`config.mk`:
```
export PLATFORM = sky130hd
export DESIGN_NAME = instr_mem_loader
export DESIGN_NICKNAME = d
export VERILOG_FILES = /design/src/rtl/instr_mem_loader.sv
export SDC_FILE = /design/constraint.sdc
export NUM_CORES = 1
export LEC_CHECK = 0
export BUFFER_PORTS_ARGS = -buffer_cell sky130_fd_sc_hd__buf_2
export CORE_ASPECT_RATIO = 2
export CORE_UTILIZATION = 60
export DETAILED_ROUTE_END_ITERATION = 6
export PLACE_DENSITY = 0.85
export SYNTH_ARGS = -nofsm -noshare
export SYNTH_HDL_FRONTEND = slang
export SYNTH_SLANG_ARGS = --single-unit
```
`constraint.sdc`:
```
create_clock -name CLK -period 10.3 [get_ports CLK]
set_input_delay 2.06 -clock CLK [delete_from_list [all_inputs] [get_ports CLK]]
set_output_delay 2.06 -clock CLK [all_outputs]
set_load 0.02 [all_outputs]
```
`src/rtl/instr_mem_loader.sv`:
```
// instr_mem_loader: UART byte-stream bootloader for the ARM instruction memory.
// A frame is SYNC_BYTE, N (number of words), 4*N little-endian payload bytes,
// then the XOR of all payload bytes. Each complete word is written to memory.
// The core is released from reset only after a frame with a good checksum.
//
// Handshake: a byte transfers on a rising CLK edge where RX_VALID & RX_READY.
// The completed word is copied into its own write register, so a byte can be
// accepted in the same cycle the previous word is being written. RX_READY is
// therefore low only during reset and the first cycle after it.
//
// STATE_DBG encoding: 0 IDLE, 1 LEN, 2 DATA, 3 CHK, 4 DONE, 5 ERR.
module instr_mem_loader #(
  parameter int          ADDR_W      = 7,
  parameter logic [7:0]  SYNC_BYTE   = 8'hA5,
  parameter int          TIMEOUT_CYC = 100000
) (
  input  logic              CLK,
  input  logic              RESET,
  input  logic [7:0]        RX_DATA,
  input  logic              RX_VALID,
  output logic              RX_READY,
  output logic              MEM_WE,
  output logic [ADDR_W-1:0] MEM_ADDR,
  output logic [31:0]       MEM_WDATA,
  output logic              CORE_RESET,
  output logic              LOAD_DONE,
  output logic              LOAD_ERR,
  output logic [ADDR_W:0]   WORD_COUNT,
  output logic [2:0]        STATE_DBG
);

  localparam int DEPTH = 2 ** ADDR_W;
  localparam int TW    = $clog2(TIMEOUT_CYC + 1);

  typedef enum logic [2:0] {
    S_IDLE = 3'd0,
    S_LEN  = 3'd1,
    S_DATA = 3'd2,
    S_CHK  = 3'd3,
    S_DONE = 3'd4,
    S_ERR  = 3'd5
  } state_t;

  state_t            state;
  state_t            state_nxt;
  logic              ready_q;
  logic [23:0]       asm_q;      // first three bytes of the word being built
  logic [1:0]        byte_idx;
  logic [ADDR_W:0]   n_words;
  logic [ADDR_W:0]   word_cnt;
  logic [7:0]        xor_q;
  logic [TW-1:0]     tmo_cnt;
  logic              we_q;
  logic [ADDR_W-1:0] addr_q;
  logic [31:0]       wdata_q;

  logic accept;
  logic in_frame;
  logic timeout;
  logic len_bad;
  logic word_end;
  logic last_word;
  logic is_sync;

  assign accept    = RX_VALID & ready_q;
  assign in_frame  = (state == S_LEN) || (state == S_DATA) || (state == S_CHK);
  assign timeout   = in_frame & ~accept & (tmo_cnt == TW'(TIMEOUT_CYC - 1));
  assign len_bad   = (RX_DATA == 8'd0) || (int'(RX_DATA) > DEPTH);
  assign word_end  = (byte_idx == 2'd3);
  assign last_word = word_end && ((word_cnt + 1'b1) == n_words);
  assign is_sync   = (RX_DATA == SYNC_BYTE);

  assign MEM_WE     = we_q;
  assign MEM_ADDR   = addr_q;
  assign MEM_WDATA  = wdata_q;
  assign WORD_COUNT = word_cnt;

  // State register.
  always_ff @(posedge CLK or posedge RESET) begin
    if (RESET) state <= S_IDLE;
    else       state <= state_nxt;
  end

  // Next-state: moves only on accepted bytes, except for the inter-byte timeout.
  always_comb begin
    state_nxt = state;
    case (state)
      S_IDLE, S_DONE, S_ERR: begin
        if (accept && is_sync) state_nxt = S_LEN;
      end
      S_LEN: begin
        if (accept)       state_nxt = len_bad ? S_ERR : S_DATA;
        else if (timeout) state_nxt = S_ERR;
      end
      S_DATA: begin
        if (accept && last_word) state_nxt = S_CHK;
        else if (timeout)        state_nxt = S_ERR;
      end
      S_CHK: begin
        if (accept)       state_nxt = (RX_DATA == xor_q) ? S_DONE : S_ERR;
        else if (timeout) state_nxt = S_ERR;
      end
      default: state_nxt = S_IDLE;
    endcase
  end

  // Status outputs decoded from state; the core runs only after a good frame.
  always_comb begin
    RX_READY   = ready_q;
    CORE_RESET = (state != S_DONE);
    LOAD_DONE  = (state == S_DONE);
    LOAD_ERR   = (state == S_ERR);
    STATE_DBG  = state;
  end

  // Datapath: word assembly, checksum, write port and timeout counter.
  always_ff @(posedge CLK or posedge RESET) begin
    if (RESET) begin
      ready_q  <= 1'b0;
      asm_q    <= '0;
      byte_idx <= '0;
      n_words  <= '0;
      word_cnt <= '0;
      xor_q    <= '0;
      tmo_cnt  <= '0;
      we_q     <= 1'b0;
      addr_q   <= '0;
      wdata_q  <= '0;
    end else begin
      ready_q <= 1'b1;
      we_q    <= 1'b0;

      // Idle time only counts inside a frame; any accepted byte restarts it.
      if (!in_frame || accept) tmo_cnt <= '0;
      else                     tmo_cnt <= tmo_cnt + 1'b1;

      if (accept) begin
        case (state)
          S_IDLE, S_DONE, S_ERR: begin
            if (is_sync) begin
              word_cnt <= '0;
              xor_q    <= '0;
              byte_idx <= '0;
            end
          end
          S_LEN: begin
            if (!len_bad) n_words <= (ADDR_W + 1)'(RX_DATA);
          end
          S_DATA: begin
            xor_q    <= xor_q ^ RX_DATA;
            byte_idx <= byte_idx + 1'b1;
            asm_q    <= {RX_DATA, asm_q[23:8]};
            if (word_end) begin
              we_q     <= 1'b1;
              addr_q   <= word_cnt[ADDR_W-1:0];
              wdata_q  <= {RX_DATA, asm_q};
              word_cnt <= word_cnt + 1'b1;
            end
          end
          default: ;
        endcase
      end
    end
  end

endmodule

```
==> results by group <==
Pwr
  – Pwr Total: around 1.1 mW
  – VDD IR max: ~0.13 mV
  – PwrDens: approximately 190 nW/um2
  – Leakage power total: around 3.1 nW

Final layout
  – Nets@finish: roughly 600
  – Final std cells w/o fill: 688
  – Fillers: 612
  – Antenna cells: 0
  – Post-route cell area: roughly 5600 um2
  – Storage element area: around 2800 um2
  – Area Overhead vs Synth: 14.3%
  – Layout cells sized above 1: 16.6%
  – Commonest non-fill, non-tap cells in the layout: 200 x nand2_1, 111 x dfrtp_1, 65 x buf_2
  – Commonest non-fill, non-tap cell in the layout: nand2_1
  – Multi-input gate area: 2050 um2

Clock tree
  – Number of H-tree levels: 3
  – Clk_lat worst skew: ~0.35 ns
  – Setup bufs post-CTS: 0
  – CTS Buffer Depth: 2
  – Root buffer cell: clkbuf_16
  – CTS tree: done
  – CTS Buf Count: 9
  – # resized after CTS: 0
  – Clk pin slew, worst setup/hold paths: approximately 0.070 ns
  – CTS Sinks: 111
  – Hold buffers post-CTS: 0

Die
  – Full die area: 8590 um2
  – # IOs: 66
  – Rows: 46
  – DIE HEIGHT: about 130 um
  – Starting density of the core: about 62%
  – Die width: about 66 um
  – Core area: about 7900 um2

Setup path
  – Reg2reg end: WORD_COUNT[1]
  – Flop2flop setup slack: 7.52 ns
  – Worst r2r src: STATE_DBG[1]
  – Setup crit start kind: primary input
  – Crit. End Element: flip-flop
  – Worst r2r path cells: 5
  – CP max stage cell: nand2_2
  – Crit path buffers/inverters: 3
  – CP peak stage delay: roughly 0.66 ns
  – CP Data Required Time: 10.53 ns
  – Cells along the critical path: buf_2 -> and4b_1 -> nand2_2 -> clkinv_1 -> buf_4 -> a22o_1
  – Worst endpoint data arrival time: between 4 and 5 ns
  – Largest fanout on the critical path: 50
  – CP Class: in -> reg
  – Delay-heaviest family, CP: buffers and inverters

Synthesis
  – Synth Cell Area: approximately 4900 um2
  – Syn avg cell area: slightly above 9 um2
  – Area share of the largest cell type after synthesis: 56.4%
  – Sequential-to-total area share from yosys stat: between 50% and 60%
  – Post-synth net total: 543
  – Main synth FF type: dfrtp_1
  – Cells after Synth: 529
  – Synth Warn #: 0
  – Post-synth EDFFs: 0
  – Yosys top cell by area: dfrtp_1
  – Yosys reg bits: between 100 and 150
  – Area contributors post-synth: dfrtp_1 56%, nand2_1 15%, xor2_1 3.0%, o21ai_0 2.8%, nor2_1 2.5%
  – Asr flop ratio synth: 100%
  – Distinct cells, synth: 48

Status
  – Status: completed

GRT
  – Initial antenna violation count: 0
  – GRT overflow: 0
  – Global-route wire length before repair: 17300 um
  – Vias in the first global route: 3789
  – Total track usage: a little over a quarter
  – Largest net degree at the start of global routing: slightly above 80

Worst hold path
  – Hold endpoint: MEM_WDATA[5]
  – Hold path depth: 2
  – Min-Delay Startpoint: MEM_WDATA[5]
  – HP Class: reg -> reg

Timing
  – Fin crit period: 3.99 ns
  – Period Utilization, post-route: around two fifths
  – TNS Setup: 0 ns
  – Slew @ Worst Pin: roughly 0.97 ns
  – Min Hold Slack: 0.468 ns
  – Clock Skew: 0.0114 ns
  – RSZ-0062 raised after global routing: false
  – Slew margin rel.: between 30% and 40%
  – Final Hold Viols: 0
  – Highest clock rate: ~250 MHz
  – Fin. max-slew vios: 0
  – Setup Viol. Count Final: 0

Drt
  – Routed vias: 3934
  – Antenna-violating nets left: 0
  – Met2 WL: ~5800 um
  – Wire length on met1: between 4000 and 5000 um
  – Top Layer Used: met4
  – DRC Markers: 0
  – DR vias/cell: about 5.7
  – Drt total wl: roughly 11000 um
  – DRT Pass-1 Iters: 5
  – Met3 wire len: about 480 um
  – Iter 0 DRT Violations: between 300 and 400
  – WL/cell: about 16 um

Placed design
  – Gpl congestion: between 0.8 and 0.9
  – Placed cells: 672
  – Hpwl dp: just over 7000 um
  – PortBufs: 65
  – Post-DP Area: between 5000 and 6000 um2

Flow run
  – Max cap viols: 0
[worst reg2reg max path: cells and delay by family, from the launching register on]
family	cells	cell delay, ns
buf+inv	2	0.92
simple gates	2	0.96
compound gates	1	0.23
flops	1	0.55
[flip-flops by register name (all words and copies together), names as in the netlist]
name        cells
STATE_DBG       3
asm_q          24
tmo_cnt        17
n_words         8
MEM_WE          1
WORD_COUNT      8
byte_idx        2
RX_READY        1
MEM_ADDR        7
xor_q           8
MEM_WDATA      32
[worst max path at each step]
stage	startpoint	slack (ns)	depth (start not counted)	to
2_1_floorplan	RESET	5.31	1	MEM_ADDR[0]
3_3_place_gp	RX_VALID	6.05	6	WORD_COUNT[1]
5_1_grt	RX_VALID	6.07	7	WORD_COUNT[2]
4_1_cts	RX_VALID	6.25	7	MEM_WDATA[23]
6_report	RX_VALID	6.31	6	WORD_COUNT[1]
3_5_place_dp	RX_VALID	5.95	7	WORD_COUNT[2]
[layout make-up]
class,instances,share of cell area (%)
multi-input combinational,390,36.4
clock inverter,4,0.935
clock buffer,12,4.38
sequential,111,49.4
inverter,6,0.445
timing repair buffer,69,6.32
tap,96,2.14
[cell families (layout without fill, tap and decap cells)]
logic type | count (synthesis) | after routing | share of synthesized area (%)
simple gates | 295 | 295 | 26.2
fa+ha+maj | 3 | 3 | 0.763
xor+xnor | 29 | 29 | 5.16
buf+inv | 28 | 91 | 2.14
mux | 8 | 8 | 2.44
flops | 111 | 111 | 56.4
other cells | 1 | 1 | 0.0762
compound gates | 54 | 54 | 6.79
[through the flow]
stage          setup WS [ns]  util, %
2_1_floorplan           5.31        -
3_3_place_gp            6.05     67.0
3_5_place_dp            5.95     67.0
4_1_cts                 6.25     70.8
5_1_grt                 6.07     70.8
6_report                6.31     70.8
[power by group]
part	switching, mW	leakage (nW)	internal (mW)
combinational	0.0928	1.40	0.0769
clock	0.154	0.147	0.196
sequential	0.0518	1.52	0.481
total	0.299	3.07	0.754
[routing by layer]
metal,vias to the layer above,GRT usage [%]
met2,135,46.6
li1,1844,-
met1,1924,30.3
met5,-,0
met4,0,14.0
met3,31,4.55
[synthesized netlist by cell type, types with 4 or more instances]
master / number
and3_1: 8
clkbuf_1: 20
dfrtp_1: 111
inv_1: 5
mux2_4: 8
nand2_1: 201
nand3_1: 12
nor2_1: 33
nor3_1: 7
o21ai_0: 28
o21ai_1: 5
o31ai_1: 4
or3_1: 6
xnor2_1: 12
xor2_1: 17
(Power assumes the default switching activity.)
